**config.mk**
```make
export PLATFORM = sky130hd
export DESIGN_NAME = project_factorial
export DESIGN_NICKNAME = d
export VERILOG_FILES = /design/src/rtl/project_factorial_pkg.sv /design/src/rtl/project_factorial_dp.sv /design/src/rtl/project_factorial.sv
export SDC_FILE = /design/constraint.sdc
export NUM_CORES = 1
export LEC_CHECK = 0
export ABC_AREA = 1
export CORE_ASPECT_RATIO = 1.2
export CORE_MARGIN = 4
export CORE_UTILIZATION = 50
export CTS_BUF_LIST = sky130_fd_sc_hd__clkbuf_16
export CTS_CLUSTER_SIZE = 24
export DETAILED_ROUTE_END_ITERATION = 6
export PLACE_DENSITY = 0.76
export SETUP_SLACK_MARGIN = 0.15
export SYNTH_ARGS = -nofsm -noshare
export SYNTH_HDL_FRONTEND = slang
export SYNTH_SLANG_ARGS = --single-unit
export TNS_END_PERCENT = 10
```
**constraint.sdc**
```tcl
create_clock -name clk0 -period 4 [get_ports clk0]
set_input_delay 1.2 -clock clk0 [delete_from_list [all_inputs] [get_ports clk0]]
set_output_delay 1.2 -clock clk0 [all_outputs]
set_load 0.005 [all_outputs]
```
**src/rtl/project_factorial_pkg.sv**
```systemverilog
// Shared definitions for the factorial unit: default data width and FSM states.
// Pure declarations, no logic.
// Imported by the top and the datapath.
package project_factorial_pkg;

  // default width of operand, result, accumulator and counter
  localparam int DEF_WIDTH = 8;

  // controller states, 2-bit encoding
  typedef enum logic [1:0] {
    IDLE = 2'd0,
    CALC = 2'd1,
    DONE = 2'd2
  } state_t;

endpackage

```
**src/rtl/project_factorial_dp.sv**
```systemverilog
// Factorial datapath: accumulator/counter registers, truncating multiplier,
// decrementer, end-of-count compare and the result register.
// One multiply-decrement step per cycle while step is high; no backpressure.
module project_factorial_dp
  import project_factorial_pkg::*;
#(
  parameter int WIDTH = DEF_WIDTH
) (
  input  logic             clk0,
  input  logic             rst0,
  input  logic             load,
  input  logic             step,
  input  logic             latch,
  input  logic [WIDTH-1:0] valor,
  output logic             last,
  output logic [WIDTH-1:0] resultado
);

  logic [WIDTH-1:0] acc;
  logic [WIDTH-1:0] cnt;
  logic [WIDTH-1:0] prod;
  logic [WIDTH-1:0] cnt_dec;

  // a same-width product keeps only the low bits, i.e. the result wraps mod 2^WIDTH
  assign prod    = acc * cnt;
  assign cnt_dec = cnt - WIDTH'(1);
  assign last    = (cnt <= WIDTH'(1));

  // accumulator/counter: seeded on an accepted start, then one step per CALC cycle
  always_ff @(posedge clk0 or negedge rst0) begin
    if (!rst0) begin
      acc <= WIDTH'(1);
      cnt <= '0;
    end else if (load) begin
      acc <= WIDTH'(1);
      cnt <= valor;
    end else if (step) begin
      acc <= prod;
      cnt <= cnt_dec;
    end
  end

  // result register: written only when the computation finishes, held otherwise
  always_ff @(posedge clk0 or negedge rst0) begin
    if (!rst0) begin
      resultado <= '0;
    end else if (latch) begin
      resultado <= acc;
    end
  end

endmodule

```
**src/rtl/project_factorial.sv**
```systemverilog
// Sequential factorial unit: valor! mod 2^WIDTH by iterative multiply-and-decrement.
// Latency: start sampled at edge k -> done/resultado valid after edge k+max(valor,1).
// start is a level request seen only in IDLE; DONE is held while start stays high.
module project_factorial
  import project_factorial_pkg::*;
#(
  parameter int WIDTH = DEF_WIDTH
) (
  input  logic             clk0,
  input  logic             rst0,
  input  logic             start,
  input  logic [WIDTH-1:0] valor,
  output logic [WIDTH-1:0] resultado,
  output logic             done
);

  state_t state;
  state_t state_nxt;
  logic   load;
  logic   step;
  logic   latch;
  logic   last;

  // state register
  always_ff @(posedge clk0 or negedge rst0) begin
    if (!rst0) begin
      state <= IDLE;
    end else begin
      state <= state_nxt;
    end
  end

  // next-state: a new run needs start low in DONE before it can be requested again
  always_comb begin
    state_nxt = state;
    unique case (state)
      IDLE:    if (start) state_nxt = CALC;
      CALC:    if (last)  state_nxt = DONE;
      DONE:    if (!start) state_nxt = IDLE;
      default: state_nxt = IDLE;
    endcase
  end

  // datapath controls and done flag, decoded from the registered state
  always_comb begin
    load  = 1'b0;
    step  = 1'b0;
    latch = 1'b0;
    done  = 1'b0;
    unique case (state)
      IDLE:    load = start;
      CALC: begin
        step  = !last;
        latch = last;
      end
      DONE:    done = 1'b1;
      default: ;
    endcase
  end

  project_factorial_dp #(
    .WIDTH(WIDTH)
  ) u_dp (
    .clk0      (clk0),
    .rst0      (rst0),
    .load      (load),
    .step      (step),
    .latch     (latch),
    .valor     (valor),
    .last      (last),
    .resultado (resultado)
  );

endmodule

```
# --- After elaboration in Yosys (flattened, before gate mapping) ---
# Cells that the tools add are included.
classes:
  eq_ne: 5
  mul: 1
  addsub: 1
  n_reduce_logical: 4
  muxes: 12
  magnitude_cmp: 1
ops:
  columns: ["cell", "n"]
  rows:
  - ["two-way mux 8 bit", 4]
  - ["<= comparator 8 x 1 -> 1 bit, second input constant", 1]
  - ["multiplier 8 x 8 -> 8 bit", 1]
  - ["subtractor 8 x 1 -> 8 bit, second input constant", 1]
  - ["two-way mux 2 bit", 3]
  - ["!= test 2 bit, second input constant", 3]
  - ["case mux 2 bit (3 select lines)", 1]
  - ["two-way mux 1 bit", 4]
  - ["AND reduction 3 bit", 1]
  - ["equality test 2 x 1 -> 1 bit, second input constant", 1]
  - ["equality test 2 bit, second input constant", 1]
  - ["zero test 2 bit", 1]
  - ["nonzero test 2 bit", 1]
  - ["zero test 1 bit", 1]
totals:
  regBits: 26
  word_cells: 28

# --- Logic depth before layout (Yosys ltp) ---
logic_depth:
  ltp_word: 5
  mapped_depth: 21
  depth_no_buf: 20

# --- By module ---
# From an unflattened synthesis, not the netlist that was laid out.
hier_totals:
  cells_unflattened: 322
  area_unflattened_um2: 2361.0
by_module_without_submodules:
  columns: ["mod", "instances", "area_per_inst_um2", "seq_area_each_um2", "cells_each"]
  rows:
  - ["project_factorial_dp", 1, 2254.7, 601.8, 306]
  - ["project_factorial", 1, 106.4, 50.0, 16]

# --- Worst setup path before layout ---
# OpenSTA, ideal clock, no wires.
synth_path:
  path_type: "register to register"
  from: "register u_dp.cnt[4]"
  to: "register u_dp.acc[7]"
  setup_ps: 65
  setup_slack_ps: 467
  synth_period_minus_slack_ps: 3533
  stages_incl_launch_ff: 18
  arrival_ps: 3468
  required_ps: 3935
  path_cell_list: "dfrtp_1 buf_2 nand2_1 fa_1 fa_1 inv_1 fa_1 inv_1 fa_1 inv_1 ha_1 inv_1 o21bai_1 a31oi_1 inv_1 nand3_1 nand3_1 nand2_1"
synth_between:
  elab_chain_len: 4
  word_cells_on_any_way: 7
synth_rtl:
  columns: ["element", "line_no", "text"]
  rows:
  - ["start: declaration", "project_factorial_dp.sv:20", "logic [WIDTH-1:0] cnt;"]
  - ["start signal: assignment", "project_factorial_dp.sv:36", "cnt <= valor;"]
  - ["start signal: assignment", "project_factorial_dp.sv:39", "cnt <= cnt_dec;"]
  - ["parallel branches: the longest is 4 deep, another holds multiplier 8 x 8 -> 8 bit", null, null]
  - ["end signal: assignment", "project_factorial_dp.sv:38", "acc <= prod;"]
  - ["end: declaration", "project_factorial_dp.sv:19", "logic [WIDTH-1:0] acc;"]
# Several ways; the timed one is not identified. The select of a mux whose other input is x is not followed.
# A chain may end at the register's enable or synchronous reset.

# --- Worst setup path in the final report ---
layout_path:
  from: "register u_dp.acc[3]"
  to: "register u_dp.acc[7]"
layout_between:
  elab_chain_len: 3
layout_rtl:
  columns: ["element", "line_no", "text"]
  rows:
  - ["multiplier 8 x 8 -> 8 bit", "project_factorial_dp.sv:25", "assign prod = acc * cnt;"]
  - ["two-way mux 8 bit", "project_factorial_dp.sv:37", "end else if (step) begin"]
  - ["two-way mux 8 bit", "project_factorial_dp.sv:34", "end else if (load) begin"]
# Every way passes these cells. The select of a mux whose other input is x is not followed.

==> impl_metrics.env <==
export IMPL_dpl_cell_area_sq_um=2545
export IMPL_worst_path_buf_inv=5
export IMPL_clockBufferDepth=2
export IMPL_postLayoutCellArea_sq_um=2654
export IMPL_ys_top_cells_by_area="dfrtp_1 (27%), nand2_1 (16%), inv_1 (11%), fa_1 (10%), ha_1 (9.7%)"
export IMPL_routed_via_density=5.031
export IMPL_maxCapViolations=0
export IMPL_synthTopCellsByCount="nand2_1 (97), inv_1 (70), dfrtp_1 (25)"
export IMPL_clk_latency_ns=0.27
export IMPL_maxClockFrequency_mhz=273.2
export IMPL_reg2reg_slack_ns=0.34
export IMPL_rr_startpoint="u_dp.acc[3]"
export IMPL_synthSimpleGateAreaFrac_pct=23.34
export IMPL_layout_min_cycle_time_ns=3.660
export IMPL_synthToLayoutAreaGrowth_pct=13.79
export IMPL_layout_cells_non_filler=385
export IMPL_synth_cell_area_sq_um=2332
export IMPL_cts_sinks=26
export IMPL_num_vias=1937
export IMPL_synth_top_family_by_area="simple AND/OR/NAND/NOR gates"
export IMPL_cp_end_kind="register"
export IMPL_relSlewSlack_pct=59.80
export IMPL_drive_gt1_share_pct=10.33
export IMPL_hold_class="reg2reg"
export IMPL_synth_area_mux_share_pct=0.9657
export IMPL_drt_iter0_markers=85
export IMPL_avgRoutedWirePerCell_microns=13.23
export IMPL_globalplace_congestion=0.9354
export IMPL_ys_warn_count=0
export IMPL_synth_top_area_share_pct=26.82
export IMPL_slowest_delay_ns=0.54
export IMPL_nFillCells=402
export IMPL_cp_depth=16
export IMPL_hold_viol_final=0
export IMPL_synth_edf_count=0
export IMPL_critical_path_max_fanout=6
export IMPL_cts_buffers=3
export IMPL_avgSynthCellArea_sq_um=7.428
export IMPL_grt_pass1_vias=1976
export IMPL_yosys_area_top_type="dfrtp_1"
export IMPL_num_io_pins=20
export IMPL_cp_slowest_cell="fa_1"
export IMPL_r2r_cells=16
export IMPL_setup_viol=0
export IMPL_timing_rr_end="u_dp.acc[7]"
export IMPL_yosysUniqueCellTypes=31
export IMPL_dp_cells=381
export IMPL_post_cts_resized=0
export IMPL_die_height_microns=82.82
export IMPL_numPortBuffers=19
export IMPL_path_clk_slew_ns=0.07
export IMPL_synth_xor_area_share_pct=3.004
export IMPL_cp_startpoint="u_dp.acc[3]"
export IMPL_htreeDepth=1
export IMPL_status="finished clean"
export IMPL_synthArstFlopShare_pct=100.0
export IMPL_die_w_microns=70.35
export IMPL_fin_crit_sh_pct=91.49
export IMPL_die_area_sq_um=5826
export IMPL_finalNetCount=371
export IMPL_initial_core_util_pct=53.11
export IMPL_fin_setup_tns_ns=0
export IMPL_rsz0062_at_grt="false"
export IMPL_required_ns=4.21
export IMPL_cts_hold_buffers=0
export IMPL_grtUsageTotal_pct=19.57
export IMPL_drcViolationCount=0
export IMPL_ir_drop_uv=400.5
export IMPL_worst_slack_ns=0.3402
export IMPL_power_density_nw_per_um2=869.7
export IMPL_critical_path_class="reg2reg"
export IMPL_core_sq_um=4392
export IMPL_critPathLaunchType="register"
export IMPL_synthCells=314
export IMPL_grt_antenna_before_repair=0
export IMPL_synthAdderAreaFrac_pct=19.96
export IMPL_final_max_slew_violation_count=0
export IMPL_cts_root_buf="clkbuf_16"
export IMPL_ant_nets=0
export IMPL_cellLeakagePower_uw=0.001534
export IMPL_syn_num_nets=355
export IMPL_tightestPinTransition_ns=0.6016
export IMPL_firstDrtPassIters=4
export IMPL_diodes=0
export IMPL_overflow=0
export IMPL_row_count=26
export IMPL_grt_max_degree=27
export IMPL_crit_family="adder cells"
export IMPL_yosysMostFrequentCell="nand2_1"
export IMPL_postCtsSetupBuffers=0
export IMPL_cts_tree="built"
export IMPL_fin_util_pct=60.43
export IMPL_hpwlAfterDp_microns=4068
export IMPL_yosysSeqAreaShare_pct=27.95
export IMPL_finClkSkew_ns=0.006073
export IMPL_wirelength_microns=5094
export IMPL_place_ws_ns=0.2724
export IMPL_synth_compound_area_share_pct=10.03
export IMPL_grt_pass1_wl_microns=9108
export IMPL_crit_chain="nand2_1 -> fa_1 -> fa_1 -> inv_1 -> fa_1 -> inv_1 -> fa_1 -> inv_1 -> ha_1 -> inv_1 -> o21bai_1 -> a31oi_1 -> inv_1 -> nand3_1 -> nand3_1 -> nand2_1"
export IMPL_cp_arrival_ns=3.87
export IMPL_cp_endpoint="u_dp.acc[7]"
export IMPL_synth_seq_cells=26
export IMPL_crit_path_frequent_cell="inv_1"
export IMPL_synthFlopType="dfrtp_1"
-- placed cells by master (no fill, tap or decap) --
cell and n:
o31ai_1 1, o21ai_2 13, fa_1 12, clkdlybuf4s50_1 19
o21ai_0 5, dfrtp_1 22, mux2_2 2, buf_4 3
clkbuf_16 3, nand2_1 97, a31oi_1 1, or2_1 1
xor2_1 5, inv_2 3, or2_2 1, xnor2_1 3
dfrtp_2 3, a22oi_1 1, dfstp_2 1, nand2_4 2
nor2_1 16, o221ai_2 1, a21oi_1 2, o311ai_0 1
o22ai_1 2, inv_1 70, ha_1 18, nor3_2 1
nand3_1 15, o21ai_1 1, bufinv_16 1, o21bai_1 1
o211ai_1 2
-- worst min path at each step --
| stage | start | end | slack [ns] | cells past startpoint |
|---|---|---|---|---|
| after floorplan | u_dp.resultado[1] | u_dp.resultado[1] | 0.48 | 2 |
| after global placement | u_dp.resultado[1] | u_dp.resultado[1] | 0.46 | 2 |
| after detailed placement | u_dp.resultado[4] | u_dp.resultado[4] | 0.48 | 2 |
| after CTS | u_dp.resultado[4] | u_dp.resultado[4] | 0.49 | 2 |
| after global routing | u_dp.resultado[4] | u_dp.resultado[4] | 0.51 | 2 |
| final | u_dp.resultado[4] | u_dp.resultado[4] | 0.48 | 2 |
-- worst reg2reg max path: cells and delay by family, from the launching register on --
kind	cells	cell delay, ns
AOI/OAI and AO/OA	2	0.26
adders and majority gates	5	2.24
buffers and inverters	5	0.29
DFF	1	0.47
and+or+nand+nor	4	0.34
-- metal layers --
layer	track usage (%)	up-vias	wire length [microns]
met3	3.382	10	241
met2	36.63	41	2800
li1	-	973	-
met4	6.446	0	107
met5	0	-	0
met1	21.89	913	1945
-- cell type report --
type | count | area (sq um) | share of cell area (%)
Clock buffer | 3 | 75.07 | 2.829
Clock inverter | 1 | 30.03 | 1.132
Inverter | 73 | 274.0 | 10.33
Multi-Input combinational cell | 204 | 1336 | 50.35
Sequential cell | 26 | 655.6 | 24.71
Tap cell | 56 | 70.07 | 2.640
Timing Repair Buffer | 22 | 212.7 | 8.015
-- registers in the layout, summed over array words and instances (netlist names) --
| register | flops |
|---|---|
| u_dp.acc | 8 |
| state | 2 |
| u_dp.resultado | 8 |
| u_dp.cnt | 8 |
-- power breakdown --
group | internal, uW | leakage [uW] | switching [uW] | total (uW)
registers | 392 | 0.000323 | 161 | 553
logic | 595 | 0.00116 | 863 | 1460
clock network | 199 | 0.0000511 | 97.3 | 297
total | 1190 | 0.00153 | 1120 | 2310
-- logic make-up after synthesis --
kind of cell,Yosys count
xor+xnor,8
compound gates,31
buf+inv,84
simple gates,133
flops,26
mux,2
fa+ha+maj,30
-- through the flow --
stage | hold slack [ns] | total power, uW
after floorplan | 0.4792 | 1659
after global placement | 0.4634 | 1948
after detailed placement | 0.4758 | 2025
after CTS | 0.4883 | 2326
after global routing | 0.5106 | 2610
final | 0.4841 | 2308
Power figures use the tool's default switching activity.
